===== src/rtl/ram_arb_pkg.sv =====
// Shared types for the RAM arbiter: RAM handshake status, arbiter FSM states, word type.
package ram_arb_pkg;
  localparam int WORD_W_DEF = 32;

  typedef logic [WORD_W_DEF-1:0] word_t;

  typedef enum logic [1:0] {
    FREE   = 2'd0,
    BUSY   = 2'd1,
    ACCESS = 2'd2,
    ERROR  = 2'd3
  } ramstate_t;

  typedef enum logic [1:0] {
    IDLE = 2'd0,
    REQ  = 2'd1,
    RESP = 2'd2
  } arb_state_t;
endpackage


===== src/rtl/ram_arbiter_rr_picker.sv =====
// Combinational round-robin picker: first requester at or after ptr, wrapping modulo N.
module rr_picker #(
  parameter  int N  = 2,
  localparam int PW = (N > 1) ? $clog2(N) : 1
) (
  input  logic [N-1:0]  req,
  input  logic [PW-1:0] ptr,
  output logic          grant_valid,
  output logic [PW-1:0] grant
);
  logic [PW-1:0] idx;

  // Scan from the farthest candidate back to ptr so the nearest one wins last.
  always_comb begin
    grant_valid = 1'b0;
    grant       = '0;
    idx         = '0;
    for (int i = N - 1; i >= 0; i--) begin
      idx = PW'((int'(ptr) + i) % N);
      if (req[idx]) begin
        grant_valid = 1'b1;
        grant       = idx;
      end
    end
  end
endmodule


===== src/rtl/ram_arbiter.sv =====
// Single-port RAM arbiter for CPUS cores: data beats instruction, round-robin within
// each class, one transaction in flight, all requester-facing outputs registered.
module ram_arbiter
  import ram_arb_pkg::*;
#(
  parameter int CPUS   = 2,
  parameter int WORD_W = 32
) (
  input  logic                   CLK,
  input  logic                   nRST,
  input  logic [CPUS-1:0]        iREN,
  input  logic [CPUS*WORD_W-1:0] iaddr,
  output logic [CPUS-1:0]        iwait,
  output logic [CPUS*WORD_W-1:0] iload,
  input  logic [CPUS-1:0]        dREN,
  input  logic [CPUS-1:0]        dWEN,
  input  logic [CPUS*WORD_W-1:0] daddr,
  input  logic [CPUS*WORD_W-1:0] dstore,
  output logic [CPUS-1:0]        dwait,
  output logic [CPUS*WORD_W-1:0] dload,
  output logic                   ramREN,
  output logic                   ramWEN,
  output logic [WORD_W-1:0]      ramaddr,
  output logic [WORD_W-1:0]      ramstore,
  input  logic [WORD_W-1:0]      ramload,
  input  logic [1:0]             ramstate
);
  localparam int PW = (CPUS > 1) ? $clog2(CPUS) : 1;

  arb_state_t      state, state_n;
  ramstate_t       rs;
  logic [PW-1:0]   dptr, iptr, win, win_nxt, dg, ig, sel;
  logic            win_d, dg_v, ig_v, win_req;
  logic            grant, access, abort, done;
  logic [CPUS-1:0] dreq;
  logic [WORD_W-1:0] ia [CPUS];
  logic [WORD_W-1:0] da [CPUS];
  logic [WORD_W-1:0] ds [CPUS];
  logic [WORD_W-1:0] il [CPUS];
  logic [WORD_W-1:0] dl [CPUS];

  assign rs   = ramstate_t'(ramstate);
  assign dreq = dREN | dWEN;

  generate
    for (genvar k = 0; k < CPUS; k++) begin : g_lane
      assign ia[k] = iaddr[k*WORD_W +: WORD_W];
      assign da[k] = daddr[k*WORD_W +: WORD_W];
      assign ds[k] = dstore[k*WORD_W +: WORD_W];
      assign iload[k*WORD_W +: WORD_W] = il[k];
      assign dload[k*WORD_W +: WORD_W] = dl[k];
    end
  endgenerate

  rr_picker #(.N(CPUS)) u_dpick (.req(dreq), .ptr(dptr), .grant_valid(dg_v), .grant(dg));
  rr_picker #(.N(CPUS)) u_ipick (.req(iREN), .ptr(iptr), .grant_valid(ig_v), .grant(ig));

  assign sel     = dg_v ? dg : ig;
  assign win_req = win_d ? dreq[win] : iREN[win];
  assign win_nxt = (win == PW'(CPUS - 1)) ? '0 : win + PW'(1);

  always_comb begin
    state_n = state;
    grant   = 1'b0;
    access  = 1'b0;
    abort   = 1'b0;
    done    = 1'b0;
    case (state)
      IDLE: if (dg_v || ig_v) begin
        state_n = REQ;
        grant   = 1'b1;
      end
      // A vanished request wins over a same-cycle ACCESS: nobody is left to receive it.
      REQ: if (!win_req) begin
        state_n = IDLE;
        abort   = 1'b1;
      end else if (rs == ACCESS) begin
        state_n = RESP;
        access  = 1'b1;
      end
      RESP: begin
        state_n = IDLE;
        done    = 1'b1;
      end
      default: state_n = IDLE;
    endcase
  end

  always_ff @(posedge CLK) begin
    if (!nRST) begin
      state    <= IDLE;
      win      <= '0;
      win_d    <= 1'b0;
      dptr     <= '0;
      iptr     <= '0;
      ramREN   <= 1'b0;
      ramWEN   <= 1'b0;
      ramaddr  <= '0;
      ramstore <= '0;
      iwait    <= '1;
      dwait    <= '1;
      for (int k = 0; k < CPUS; k++) begin
        il[k] <= '0;
        dl[k] <= '0;
      end
    end else begin
      state <= state_n;
      if (grant) begin
        win   <= sel;
        win_d <= dg_v;
        if (dg_v) begin
          ramWEN   <= dWEN[dg];
          ramREN   <= ~dWEN[dg];
          ramaddr  <= da[dg];
          ramstore <= dWEN[dg] ? ds[dg] : '0;
        end else begin
          ramWEN   <= 1'b0;
          ramREN   <= 1'b1;
          ramaddr  <= ia[ig];
          ramstore <= '0;
        end
      end
      if (abort || access) begin
        ramREN <= 1'b0;
        ramWEN <= 1'b0;
      end
      // Wait goes low together with entry to RESP so it is visible for exactly that cycle.
      if (access) begin
        if (win_d) begin
          dwait[win] <= 1'b0;
          dl[win]    <= ramWEN ? '0 : ramload;
        end else begin
          iwait[win] <= 1'b0;
          il[win]    <= ramload;
        end
      end
      if (done) begin
        iwait <= '1;
        dwait <= '1;
        for (int k = 0; k < CPUS; k++) begin
          il[k] <= '0;
          dl[k] <= '0;
        end
        if (win_d) dptr <= win_nxt;
        else       iptr <= win_nxt;
      end
    end
  end
endmodule


===== config.mk =====
export PLATFORM = sky130hd
export DESIGN_NAME = ram_arbiter
export DESIGN_NICKNAME = d
export VERILOG_FILES = /design/src/rtl/ram_arb_pkg.sv /design/src/rtl/ram_arbiter_rr_picker.sv /design/src/rtl/ram_arbiter.sv
export SDC_FILE = /design/constraint.sdc
export NUM_CORES = 1
export LEC_CHECK = 0
export ABC_AREA = 1
export BUFFER_PORTS_ARGS = -buffer_cell sky130_fd_sc_hd__buf_2
export CORE_AREA = 8 8 160 162
export CTS_CLUSTER_SIZE = 24
export DETAILED_ROUTE_END_ITERATION = 12
export DIE_AREA = 0 0 168 170
export GPL_TIMING_DRIVEN = 1
export PLACE_DENSITY_LB_ADDON = 0.2
export SLEW_MARGIN = 40
export SYNTH_ARGS = -nofsm -noshare
export SYNTH_HDL_FRONTEND = slang
export SYNTH_SLANG_ARGS = --single-unit
export TNS_END_PERCENT = 30

===== constraint.sdc =====
create_clock -name CLK -period 3.1 [get_ports CLK]
set_input_delay 0.31 -clock CLK [delete_from_list [all_inputs] [get_ports CLK]]
set_output_delay 0.31 -clock CLK [all_outputs]
set_load 0.005 [all_outputs]

After elaboration in Yosys (flattened, before gate mapping)
Memory sizes are Yosys's and may differ from the RTL's.
Cells that the tools add are included.
Widths: inputs -> output; s select.
{"block": "word_totals", "regBits": 76, "latchBits": 0, "mem_bits_rw": 128, "mem_bits_ro": 0, "output_inout_bits": 198, "wordCells": 132, "n_memories": 2}
{"memory": "dl", "depth": 2, "width": 32, "rd": 2, "rd_clocked_by_memory_dff": 0, "write_ports": 2, "line": "ram_arbiter.sv:40", "rtl": "logic [WORD_W-1:0] dl [CPUS];"}
{"memory": "il", "depth": 2, "width": 32, "rd": 2, "rd_clocked_by_memory_dff": 0, "write_ports": 2, "line": "ram_arbiter.sv:39", "rtl": "logic [WORD_W-1:0] il [CPUS];"}
{"block": "op_classes", "addsub": 3, "multipliers": 0, "div": 0, "n_lt_le_gt_ge": 9, "eq_ne": 5, "n_shift": 0, "mux": 76, "bitwise": 13, "n_reduce_logical": 13}
{"op": "$mux 32", "count": 19}
{"op": "$reduce_or 32->1", "count": 2}
{"op": "$mux 1", "count": 52}
{"op": "$lt 1x2->1 const B", "count": 6}
{"op": "$reduce_and 2->1", "count": 5}
{"op": "$mux 2", "count": 3}
{"op": "$and 2x2->2", "count": 2}
{"op": "$eq 2x2->1 const B", "count": 2}
{"op": "$ge 2x2->1 const B", "count": 2}
{"op": "$not 1->2", "count": 2}
{"op": "$or 1x1->1", "count": 4}
{"op": "$pmux 2 s2", "count": 1}
{"op": "$reduce_or 2->1", "count": 2}
{"op": "$add 1x1->1 const B", "count": 3}
{"op": "$ne 3x3->1 const B", "count": 1}
{"op": "$not 1->1", "count": 3}
{"op": "$eq 2x1->1 const B", "count": 1}
{"op": "$logic_not 2->1", "count": 1}
{"op": "$logic_or 1x1->1", "count": 2}
{"op": "$ne 2x2->1 const B", "count": 1}
{"op": "$not 2->2", "count": 1}
{"op": "$or 2x2->2", "count": 1}
{"op": "$demux 1 s1", "count": 1}
{"op": "$ge 1x1->1 const B", "count": 1}
{"op": "$logic_and 1x1->1", "count": 1}

Depth between registers and ports, before layout
Gate-level depths: netlist of run 1.
{"block": "logic_depth", "depth_word": 11, "ltp_mapped": 11, "mapped_depth_nobuf": 9}

Cells and area by module
A second synthesis of run 1 with hierarchy kept.
{"block": "unflattened", "cells_unflattened": 1041, "area_unflattened_um2": 9400.3}
{"module": "ram_arbiter", "n_inst": 1, "cells_per_inst": 1033, "area_per_inst_um2": 9362.7, "seq_area_each_um2": 5365.1}
{"module": "rr_picker", "n_inst": 2, "cells_per_inst": 4, "area_per_inst_um2": 18.8, "seq_area_each_um2": 0.0}

Least setup slack after synthesis of run 1
Ideal clock, no wire load.
{"block": "synth_timing", "path_type": "register -> register", "startpoint": "register win", "endpoint": "memory il[0][0] (enable)", "arrival_ns": 1.811, "required_time_ns": 2.711, "path_slack_ns": 0.899, "stages_incl_launch_ff": 9, "path_buffers": 2, "period_less_slack_ns": 2.201, "cell_sequence": "dfxtp_1 > buf_6 > inv_4 > nand2_2 > nand3_1 > nand2_4 > nand4_4 > buf_6 > nand2_1"}
{"element": "from (decl)", "line": "ram_arbiter.sv:32", "rtl": "logic [PW-1:0] dptr, iptr, win, win_nxt, dg, ig, sel;"}
{"element": "from (signal assigned)", "line": "ram_arbiter.sv:109", "rtl": "win <= sel;"}
{"element": "to (decl)", "line": "ram_arbiter.sv:39"}

==> results of run 1 <==
[per-stage QoR]
step | std cells | cell area (um^2)
2_1_floorplan | 1079 | 9700
3_3_place_gp | 1740 | 11900
3_5_place_dp | 1740 | 11900
4_1_cts | 1782 | 12700
5_1_grt | 1784 | 12700
6_report | 1784 | 12700
[per-layer routing]
layer | vias to the layer above | track usage, % | wire (um)
met5 | - | 0 | 23
met4 | 4 | 6.17 | 710
met3 | 48 | 6.49 | 2840
met2 | 404 | 39.7 | 16800
met1 | 4091 | 26.4 | 13100
li1 | 4369 | - | -
[sequential cells by signal, summed over array words and instances (netlist names)]
| name | cells |
|---|---|
| ramREN | 1 |
| dwait | 2 |
| ramWEN | 1 |
| il | 64 |
| state | 2 |
| win_d | 1 |
| ramstore | 32 |
| ramaddr | 32 |
| dptr | 1 |
| iwait | 2 |
| iptr | 1 |
| dl | 64 |
| win | 1 |
[where the power goes]
group,switching (mW),internal (mW)
logic,0.609,0.368
clock network,1.09,1.57
registers,0.0745,3.04
[Yosys cell counts (all sizes together)]
cell type  count
nor3          64
or2            1
nor2         199
clkbuf        36
nand4          3
dfxtp         76
nand2        202
o21ai        100
edfxtp       128
inv           82
buf           42
nand3         74
a21oi         72
[final timing paths]
kind | cells past startpoint | slack (ns) | to | from
max | 9 | 1.01 | dl[0][12] | win
min | 5 | 0.13 | ramaddr[28] | iaddr[60]
max reg2reg | 9 | 1.01 | dl[0][12] | win
min reg2reg | 2 | 0.45 | iwait[0] | iwait[0]
[cells by family after synthesis]
logic type      Yosys count
buf+inv                 160
flops                   204
simple gates            543
compound gates          172
[cell type report]
| type | count | area (um^2) |
|---|---|---|
| diodes | 2 | 5.00 |
| clock buffers | 31 | 649 |
| clock inverters | 11 | 97.6 |
| fillers | 2184 | 10400 |
| inverters | 82 | 313 |
| multi-input cells | 715 | 3570 |
| flip-flops and latches | 204 | 5370 |
| well taps | 290 | 363 |
| repair buffers | 449 | 2330 |
[worst reg2reg max path, delay by kind of cell (launching register included)]
kind	cells	cell delay [ns]
and+or+nand+nor	5	0.70
buffers and inverters	4	0.54
DFF	1	0.56
==> reports/qor.txt, run 1 <==
outcome: complete, no violations
mux cell area share after synthesis: 0%
Final setup viols: 0
XOR/XNOR Fraction of Synth Area: 0%
Final #Nets: 1709
die area: 28600 um^2
Starting Density: 42.1%
clock-pin transition on the worst setup and hold timing paths: 0.06 ns
area grow syn2layout: 30.8%
Setup TNS: 0 ns
WP buf/inv: 4
Tcrit/Tclk final: 67.3%
post-synthesis sequential area ratio: 55.3%
largest net degree at the start of global routing: 99
Mean Syn Cell Area: 8.99 um^2
main combinational cell family by area after synthesis: simple AND/OR/NAND/NOR gates
core area: 23100 um^2
buffers added on ports: 431
Arr. time, crit path: 2.30 ns
Die H: 170 um
Place WS: 0.920 ns
slowest CP cell: dfxtp_1
CP peak stage delay: 0.56 ns
largest delay contributor family on the critical path: simple AND/OR/NAND/NOR gates
fraction of layout cells with a size suffix above 1: 40.3%
Syn Nets: 1313
via count: 8916
routed wire length: 33.5 mm
CTS tree: built
Achievable Freq: 479 MHz
post-CTS setup repair buffer count: 0
total of warnings raised by yosys: 0
HP Class: in -> reg
Synth Area in Compound Gates: 8.91%
vias in the first global route: 8924
worst-margin pin slew: 0.776 ns
WL/cell: 18.8 um
io pins: 432
total power: 6.75 mW
Congestion Overflow GR: 0
H-tree levels: 1
post-synthesis adder-cell area fraction: 0%
CTS max path bufs: 3
Final min period: 2.09 ns
Setup crit end kind: flop
RSZ-0062 raised after global routing: no
total track usage: 22.5%
worst skew pair latency: 0.50 ns
drt initial violations: 637
CTS Sinks: 204
worst-path fanout max: 17
synth top area cells: edfxtp_1 40%, dfxtp_1 16%, nand2_1 7.5%, nor2_1 6.4%, nor3_2 6.0%
kind of critical path: reg -> reg
Die Wd: 168 um
Yosys reg bits: 204
Cells after Synth: 1079
Fin Hold WS: 0.130 ns
most common cell after layout, fill and taps aside: buf_2
post-DR vias/cell: 5.00
detailed placement HPWL: 25.3 mm
clock skew: 0.0123 ns
pwr dens: 532 nW/um^2
total CTS buffers: 23
Placer Congestion: 0.933
Simple-Gate Fraction of Synth Area: 27.7%
critical path launch point type: flop
detailed-route DRC error count: 0
final slew viol count: 0
setup ws final: 1.01 ns
critical path required time: 3.31 ns
PostCTS Resize Cnt: 0
final hold viol count: 0
cts-stage hold buffer count: 0
most frequent cells in the layout: 431 x buf_2, 191 x nand2_1, 166 x nor2_1, 128 x edfxtp_1
worst vdd ir: 0.295 mV
Yosys top cell area share: 39.6%
Detail Route Antenna Nets: 0
CP cell instances: inv_4 > nand2_2 > nand2_1 > inv_1 > nand4_1 > inv_2 > nand2_1 > nand2_2 > buf_12
Post-Synthesis Cell Area: 9700 um^2
fin util: 55.0%
num rows: 56
Root Buffer: clkbuf_16
initial antenna violation count: 5
Max-Cap Viols: 0
Pleak: 6.14 nW
DRT Pass-1 Iters: 5
Rel. slew slack: 48.0%
global-route wire length before repair: 50.6 mm
post-synth cell types: 27
largest area contributor in the netlist: edfxtp_1
No activity file was read; power rests on OpenSTA's default activity.
==> inputs of run 2 (changes only) <==
==> constraint.sdc (replaced) <==
create_clock -name CLK -period 2.15 [get_ports CLK]
set_input_delay 0.215 -clock CLK [delete_from_list [all_inputs] [get_ports CLK]]
set_output_delay 0.215 -clock CLK [all_outputs]
set_load 0.005 [all_outputs]
==> run 2 against run 1 <==
  * Clock-buffer cell count down 2
  * Total power up 49%
  * Combinational power up 48%
  * Sequential share of layout area down 0.86 points
  * Critical endpoint is now il[0][17]
  * Utilization up 1.1 points
  * Global-route usage up 0.098 points
  * Setup slack worse by 0.72 ns
  * Clock skew up 0.0085 ns
  * Cell area up 2.1%
==> reports/qor.txt, run 2 (synthesized netlist as in run 1, its figures left out) <==
outcome: complete, no violations (unchanged)
CTS Sinks: 204 (unchanged)
CTS max path bufs: 3 (unchanged)
Setup TNS: 0 ns (unchanged)
slowest CP cell: dfxtp_1 (unchanged)
Worst R2R End: il[0][17] (was dl[0][12])
Placer Congestion: 0.883 (was 0.933)
critical path launch point type: flop (unchanged)
DRT Pass-1 Iters: 5 (unchanged)
CP cell instances: inv_4 > nand2_2 > nand3_1 > nand2_4 > nand4_4 > nand2_2 > buf_12 (was inv_4 > nand2_2 > nand2_1 > inv_1 > nand4_1 > inv_2 > nand2_1 > nand2_2 > buf_12)
Final min period: 1.86 ns (was 2.09 ns)
hold path start: iaddr[34] (was iaddr[60])
CP peak stage delay: 0.42 ns (was 0.56 ns)
most frequent CP cell: nand2_2
Die Wd: 168 um (unchanged)
total track usage: 22.6% (was 22.5%)
routed wire length: 33.4 mm (was 33.5 mm)
worst vdd ir: 0.494 mV (was 0.295 mV)
post-placement cell count: 1758 (was 1740)
Final #Nets: 1726 (was 1709)
die area: 28600 um^2 (unchanged)
most frequent cells in the layout: 431 x buf_2, 190 x nand2_1, 166 x nor2_1, 128 x edfxtp_1 (was 431 x buf_2, 191 x nand2_1, 166 x nor2_1, 128 x edfxtp_1)
Top Registers: dl (64), il (64) (unchanged)
largest net degree at the start of global routing: 74 (was 99)
largest delay contributor family on the critical path: simple AND/OR/NAND/NOR gates (unchanged)
fraction of layout cells with a size suffix above 1: 40.9% (was 40.3%)
drt initial violations: 664 (was 637)
global-route wire length before repair: 51.1 mm (was 50.6 mm)
Rel. slew slack: 53.2% (was 48.0%)
Worst Hold Path Cells: 5 (unchanged)
CTS tree: built (unchanged)
pwr dens: 778 nW/um^2 (was 532 nW/um^2)
WL/cell: 18.6 um (was 18.8 um)
Max-Cap Viols: 0 (unchanged)
Worst R2R Setup Slack: 0.29 ns (was 1.01 ns)
Final setup viols: 0 (unchanged)
critical path required time: 2.34 ns (was 3.31 ns)
worst reg2reg path startpoint: win (unchanged)
Die H: 170 um (unchanged)
Pleak: 6.27 nW (was 6.14 nW)
most common cell after layout, fill and taps aside: buf_2 (unchanged)
Arr. time, crit path: 2.04 ns (was 2.30 ns)
H-tree levels: 1 (unchanged)
vias in the first global route: 9073 (was 8924)
buffers added on ports: 431 (unchanged)
cts-stage hold buffer count: 0 (unchanged)
Congestion Overflow GR: 0 (unchanged)
design area: 13000 um^2 (was 12700 um^2)
detailed placement HPWL: 25.4 mm (was 25.3 mm)
final hold viol count: 0 (unchanged)
final slew viol count: 0 (unchanged)
hold endpoint: ramaddr[2] (was ramaddr[28])
WP buf/inv: 2 (was 4)
Setup crit end kind: flop (unchanged)
area grow syn2layout: 33.5% (was 30.8%)
setup ws final: 0.295 ns (was 1.01 ns)
worst skew pair latency: 0.50 ns (about the same)
Tcrit/Tclk final: 86.3% (was 67.3%)
post-DR vias/cell: 4.98 (was 5.00)
num rows: 56 (unchanged)
Detail Route Antenna Nets: 0 (unchanged)
kind of critical path: reg -> reg (unchanged)
RSZ-0062 raised after global routing: no (unchanged)
via count: 8960 (was 8916)
initial antenna violation count: 2 (was 5)
Achievable Freq: 539 MHz (was 479 MHz)
Root Buffer: clkbuf_16 (unchanged)
total CTS buffers: 22 (was 23)
Starting Density: 42.1% (unchanged)
io pins: 432 (unchanged)
post-CTS setup repair buffer count: 0 (unchanged)
R2R depth: 7 (was 9)
PostCTS Resize Cnt: 0 (unchanged)
Placed Area: 12200 um^2 (was 11900 um^2)
Finished Layout Cells: 1799 (was 1784)
clock skew: 0.0208 ns (was 0.0123 ns)
core area: 23100 um^2 (unchanged)
clock-pin transition on the worst setup and hold timing paths: 0.06 ns (about the same)
detailed-route DRC error count: 0 (unchanged)
worst-margin pin slew: 0.703 ns (was 0.776 ns)
worst-path fanout max: 25 (was 17)
HP Class: in -> reg (unchanged)
Place WS: 0.322 ns (was 0.920 ns)
run 2: cell types whose count changed in the layout (fill, tap and decap cells not counted), moves of 2 or more:
cell	delta
clkbuf_2	-2
clkinv_4	-2
nand2_2	+3
nand2_4	-2
buf_12	+7
bufinv_16	+4
buf_4	+11
run 2: worst min-delay path: stages:
cell and delay (ns):
buf_2 0.07, o21ai_0 0.07, nand3_1 0.07, nand2_1 0.05
inv_1 0.04
run 2: worst max-delay path by stage:
stage	from	to	slack, ns	cells after the start
3_5_place_dp	win	il[0][11]	0.32	7
3_3_place_gp	win	il[0][19]	0.38	7
5_1_grt	win	il[0][17]	0.14	7
6_report	win	il[0][17]	0.29	7
2_1_floorplan	win	il[1][0]	-0.05	8
4_1_cts	win	il[0][20]	0.30	7
run 2: area by class of cell:
type | instances | area [um^2]
multi-input cells | 715 | 3560
clock inverters | 11 | 180
diodes | 1 | 2.50
well taps | 290 | 363
clock buffers | 29 | 618
inverters | 82 | 313
flip-flops and latches | 204 | 5370
fillers | 2101 | 10100
repair buffers | 467 | 2550
run 2: metal layers:
layer | part of all wire (%) | GRT usage [%]
met3 | 8.9 | 6.23
met2 | 50 | 40.3
met5 | 0 | 0
met1 | 39 | 26.4
met4 | 2.4 | 6.09
run 2: power by group:
| group | switching (mW) | internal, mW |
|---|---|---|
| sequential | 0.0996 | 4.38 |
| combinational | 0.885 | 0.562 |
| clock | 1.53 | 2.62 |
| total | 2.51 | 7.56 |
run 2: stage by stage:
| stage | total power [mW] | utilization (%) | hold slack, ns |
|---|---|---|---|
| 6_report | 10.1 | 56.2 | 0.0437 |
| 3_5_place_dp | 6.02 | 52.7 | 0.438 |
| 3_3_place_gp | 6.01 | 52.7 | 0.424 |
| 5_1_grt | 10.5 | 56.2 | 0.0609 |
| 4_1_cts | 10.2 | 56.2 | 0.0264 |
| 2_1_floorplan | 5.30 | - | 0.429 |
==> inputs of run 3 (changes only) <==
--- a/config.mk
+++ b/config.mk
@@ -11,7 +11,7 @@
 export CTS_CLUSTER_SIZE = 24
 export DETAILED_ROUTE_END_ITERATION = 12
 export DIE_AREA = 0 0 168 170
-export GPL_TIMING_DRIVEN = 1
+export GPL_TIMING_DRIVEN = 0
 export PLACE_DENSITY_LB_ADDON = 0.2
 export SLEW_MARGIN = 40
 export SYNTH_ARGS = -nofsm -noshare
==> constraint.sdc (replaced) <==
create_clock -name CLK -period 2.3 [get_ports CLK]
set_input_delay 0.23 -clock CLK [delete_from_list [all_inputs] [get_ports CLK]]
set_output_delay 0.23 -clock CLK [all_outputs]
set_load 0.005 [all_outputs]
==> run 3 against run 2 <==
  * Non-clock buffer count grew 44
  * Clock skew is 0.013 ns lower
  * First-iteration DRC count is 15% lower
  * Final cell count rose by 2.6%
  * Utilization rose by 0.43 points
  * Critical path type unchanged
  * Maximum frequency down 14%
  * Sequential share of layout area shrank 0.31 points
  * Clock power down 13%
  * Largest cell class unchanged
  * Via count up 2.7%
  * Sequential power is 6.5% lower
  * Largest power group unchanged
  * Die area unchanged
==> reports/qor.txt, run 3 (synthesized netlist as in run 1, its figures left out) <==
total track usage: 23.9% (was 22.6%)
detailed-route DRC error count: 0 (unchanged)
Place WS: 0.139 ns (was 0.322 ns)
global-route wire length before repair: 53.3 mm (was 51.1 mm)
H-tree levels: 1 (unchanged)
Final min period: 2.15 ns (was 1.86 ns)
worst-margin pin slew: 0.860 ns (was 0.703 ns)
setup ws final: 0.150 ns (was 0.295 ns)
buffers added on ports: 431 (unchanged)
fin util: 56.6% (was 56.2%)
Final #Nets: 1771 (was 1726)
io pins: 432 (unchanged)
PostCTS Resize Cnt: 0 (unchanged)
Worst Hold Path Cells: 5 (unchanged)
CTS tree: built (unchanged)
Tcrit/Tclk final: 93.5% (was 86.3%)
drt initial violations: 563 (was 664)
clock skew: 0.00749 ns (was 0.0208 ns)
initial antenna violation count: 3 (was 2)
Root Buffer: clkbuf_16 (unchanged)
kind of critical path: reg -> reg (unchanged)
RSZ-0062 raised after global routing: no (unchanged)
WP buf/inv: 4 (was 2)
final slew viol count: 0 (unchanged)
Max-Cap Viols: 0 (unchanged)
worst vdd ir: 0.379 mV (was 0.494 mV)
Arr. time, crit path: 2.37 ns (was 2.04 ns)
CTS max path bufs: 3 (unchanged)
largest delay contributor family on the critical path: simple AND/OR/NAND/NOR gates (unchanged)
Rel. slew slack: 42.6% (was 53.2%)
total CTS buffers: 23 (was 22)
final hold viol count: 0 (unchanged)
num rows: 56 (unchanged)
Worst R2R Setup Slack: 0.15 ns (was 0.29 ns)
Starting Density: 42.1% (unchanged)
total power: 9.19 mW (was 10.1 mW)
outcome: complete, no violations (unchanged)
Final setup viols: 0 (unchanged)
number of cells on the critical path: 9 (was 7)
die area: 28600 um^2 (unchanged)
Top Registers: dl (64), il (64) (unchanged)
CTS Sinks: 204 (unchanged)
routed wire length: 35.6 mm (was 33.4 mm)
clock-pin transition on the worst setup and hold timing paths: 0.06 ns (about the same)
most frequent cells in the layout: 448 x buf_2, 190 x nand2_1, 166 x nor2_1, 128 x edfxtp_1 (was 431 x buf_2, 190 x nand2_1, 166 x nor2_1, 128 x edfxtp_1)
worst-path fanout max: 18 (was 25)
critical path launch point type: flop (unchanged)
post-CTS setup repair buffer count: 0 (unchanged)
Setup TNS: 0 ns (unchanged)
Multi-input gate area: 3570 um^2 (was 3560 um^2)
WL/cell: 19.3 um (was 18.6 um)
Congestion Overflow GR: 0 (unchanged)
largest net degree at the start of global routing: 33 (was 74)
post-DR vias/cell: 4.99 (was 4.98)
CP peak stage delay: 0.34 ns (was 0.42 ns)
Setup crit end kind: flop (unchanged)
core area: 23100 um^2 (unchanged)
pwr dens: 704 nW/um^2 (was 778 nW/um^2)
sequential cell area: 5370 um^2 (unchanged)
detailed placement HPWL: 28.6 mm (was 25.4 mm)
DRT Pass-1 Iters: 5 (unchanged)
Die H: 170 um (unchanged)
R2R depth: 9 (was 7)
Die Wd: 168 um (unchanged)
Detail Route Antenna Nets: 0 (unchanged)
fraction of layout cells with a size suffix above 1: 40.3% (was 40.9%)
slowest CP cell: nand2_2 (was dfxtp_1)
via count: 9199 (was 8960)
number of fill cells: 2150 (was 2101)
area grow syn2layout: 34.5% (was 33.5%)
HP Class: in -> reg (unchanged)
Pleak: 6.31 nW (was 6.27 nW)
Achievable Freq: 465 MHz (was 539 MHz)
most common cell after layout, fill and taps aside: buf_2 (unchanged)
critical path required time: 2.52 ns (was 2.34 ns)
worst skew pair latency: 0.51 ns (was 0.50 ns)
Placer Congestion: 0.900 (was 0.883)
cts-stage hold buffer count: 0 (unchanged)
vias in the first global route: 9268 (was 9073)
CP cell instances: buf_6 > inv_4 > nand2_2 > nand3_1 > nand2_4 > nand4_4 > buf_6 > nand2_2 > buf_16 (was inv_4 > nand2_2 > nand3_1 > nand2_4 > nand4_4 > nand2_2 > buf_12)
[run 3: changes by cell type in the layout (fill, tap and decap cells not counted), moves of 4 or more]
| cell | previous run | this run |
|---|---|---|
| bufinv_16 | 5 | 1 |
| buf_6 | 0 | 19 |
| buf_4 | 26 | 6 |
| buf_12 | 10 | 0 |
| clkbuf_1 | 4 | 38 |
| buf_2 | 431 | 448 |
[run 3: final timing paths]
path,start,endpoint
worst min-delay path,daddr[34],ramaddr[2]
worst max register to register,win,il[1][18]
worst max-delay path,win,il[1][18]
worst min register to register,iwait[0],iwait[0]
[run 3: tightest hold or removal path, cell delays in order]
cell	delay, ns
buf_2	0.07
o21ai_1	0.05
nand3_1	0.07
nand2_1	0.05
inv_1	0.04
[run 3: final cells by class]
type / count / area share, %
multi-input cells: 715 / 27.4
clock inverters: 10 / 0.652
clock buffers: 31 / 5.04
flip-flops and latches: 204 / 41.1
well taps: 290 / 2.78
inverters: 82 / 2.38
diodes: 2 / 0.0383
repair buffers: 433 / 16.9
plain buffers: 78 / 3.68
[run 3: per-stage QoR]
stage / hold WS [ns] / std cells / area [um^2]
after CTS: 0.0154 / 1843 / 13000
final: 0.0308 / 1845 / 13100
after detailed placement: 0.431 / 1802 / 12300
after global placement: 0.424 / 1800 / 12200
after global routing: 0.0485 / 1844 / 13000
after floorplan: 0.429 / 1079 / 9700
[run 3: layer usage]
layer / GRT usage (%) / up-vias / routed length, um
met4: 8.42 / 2 / 1240
met3: 6.33 / 72 / 2910
met2: 42.9 / 404 / 17700
met5: 0 / - / 16
met1: 27.1 / 4237 / 13700
li1: - / 4484 / -
[run 3: where the power goes]
part / total (mW) / switching, mW / internal, mW
Combinational: 1.40 / 0.863 / 0.533
Clock: 3.60 / 1.47 / 2.12
Sequential: 4.19 / 0.0950 / 4.10
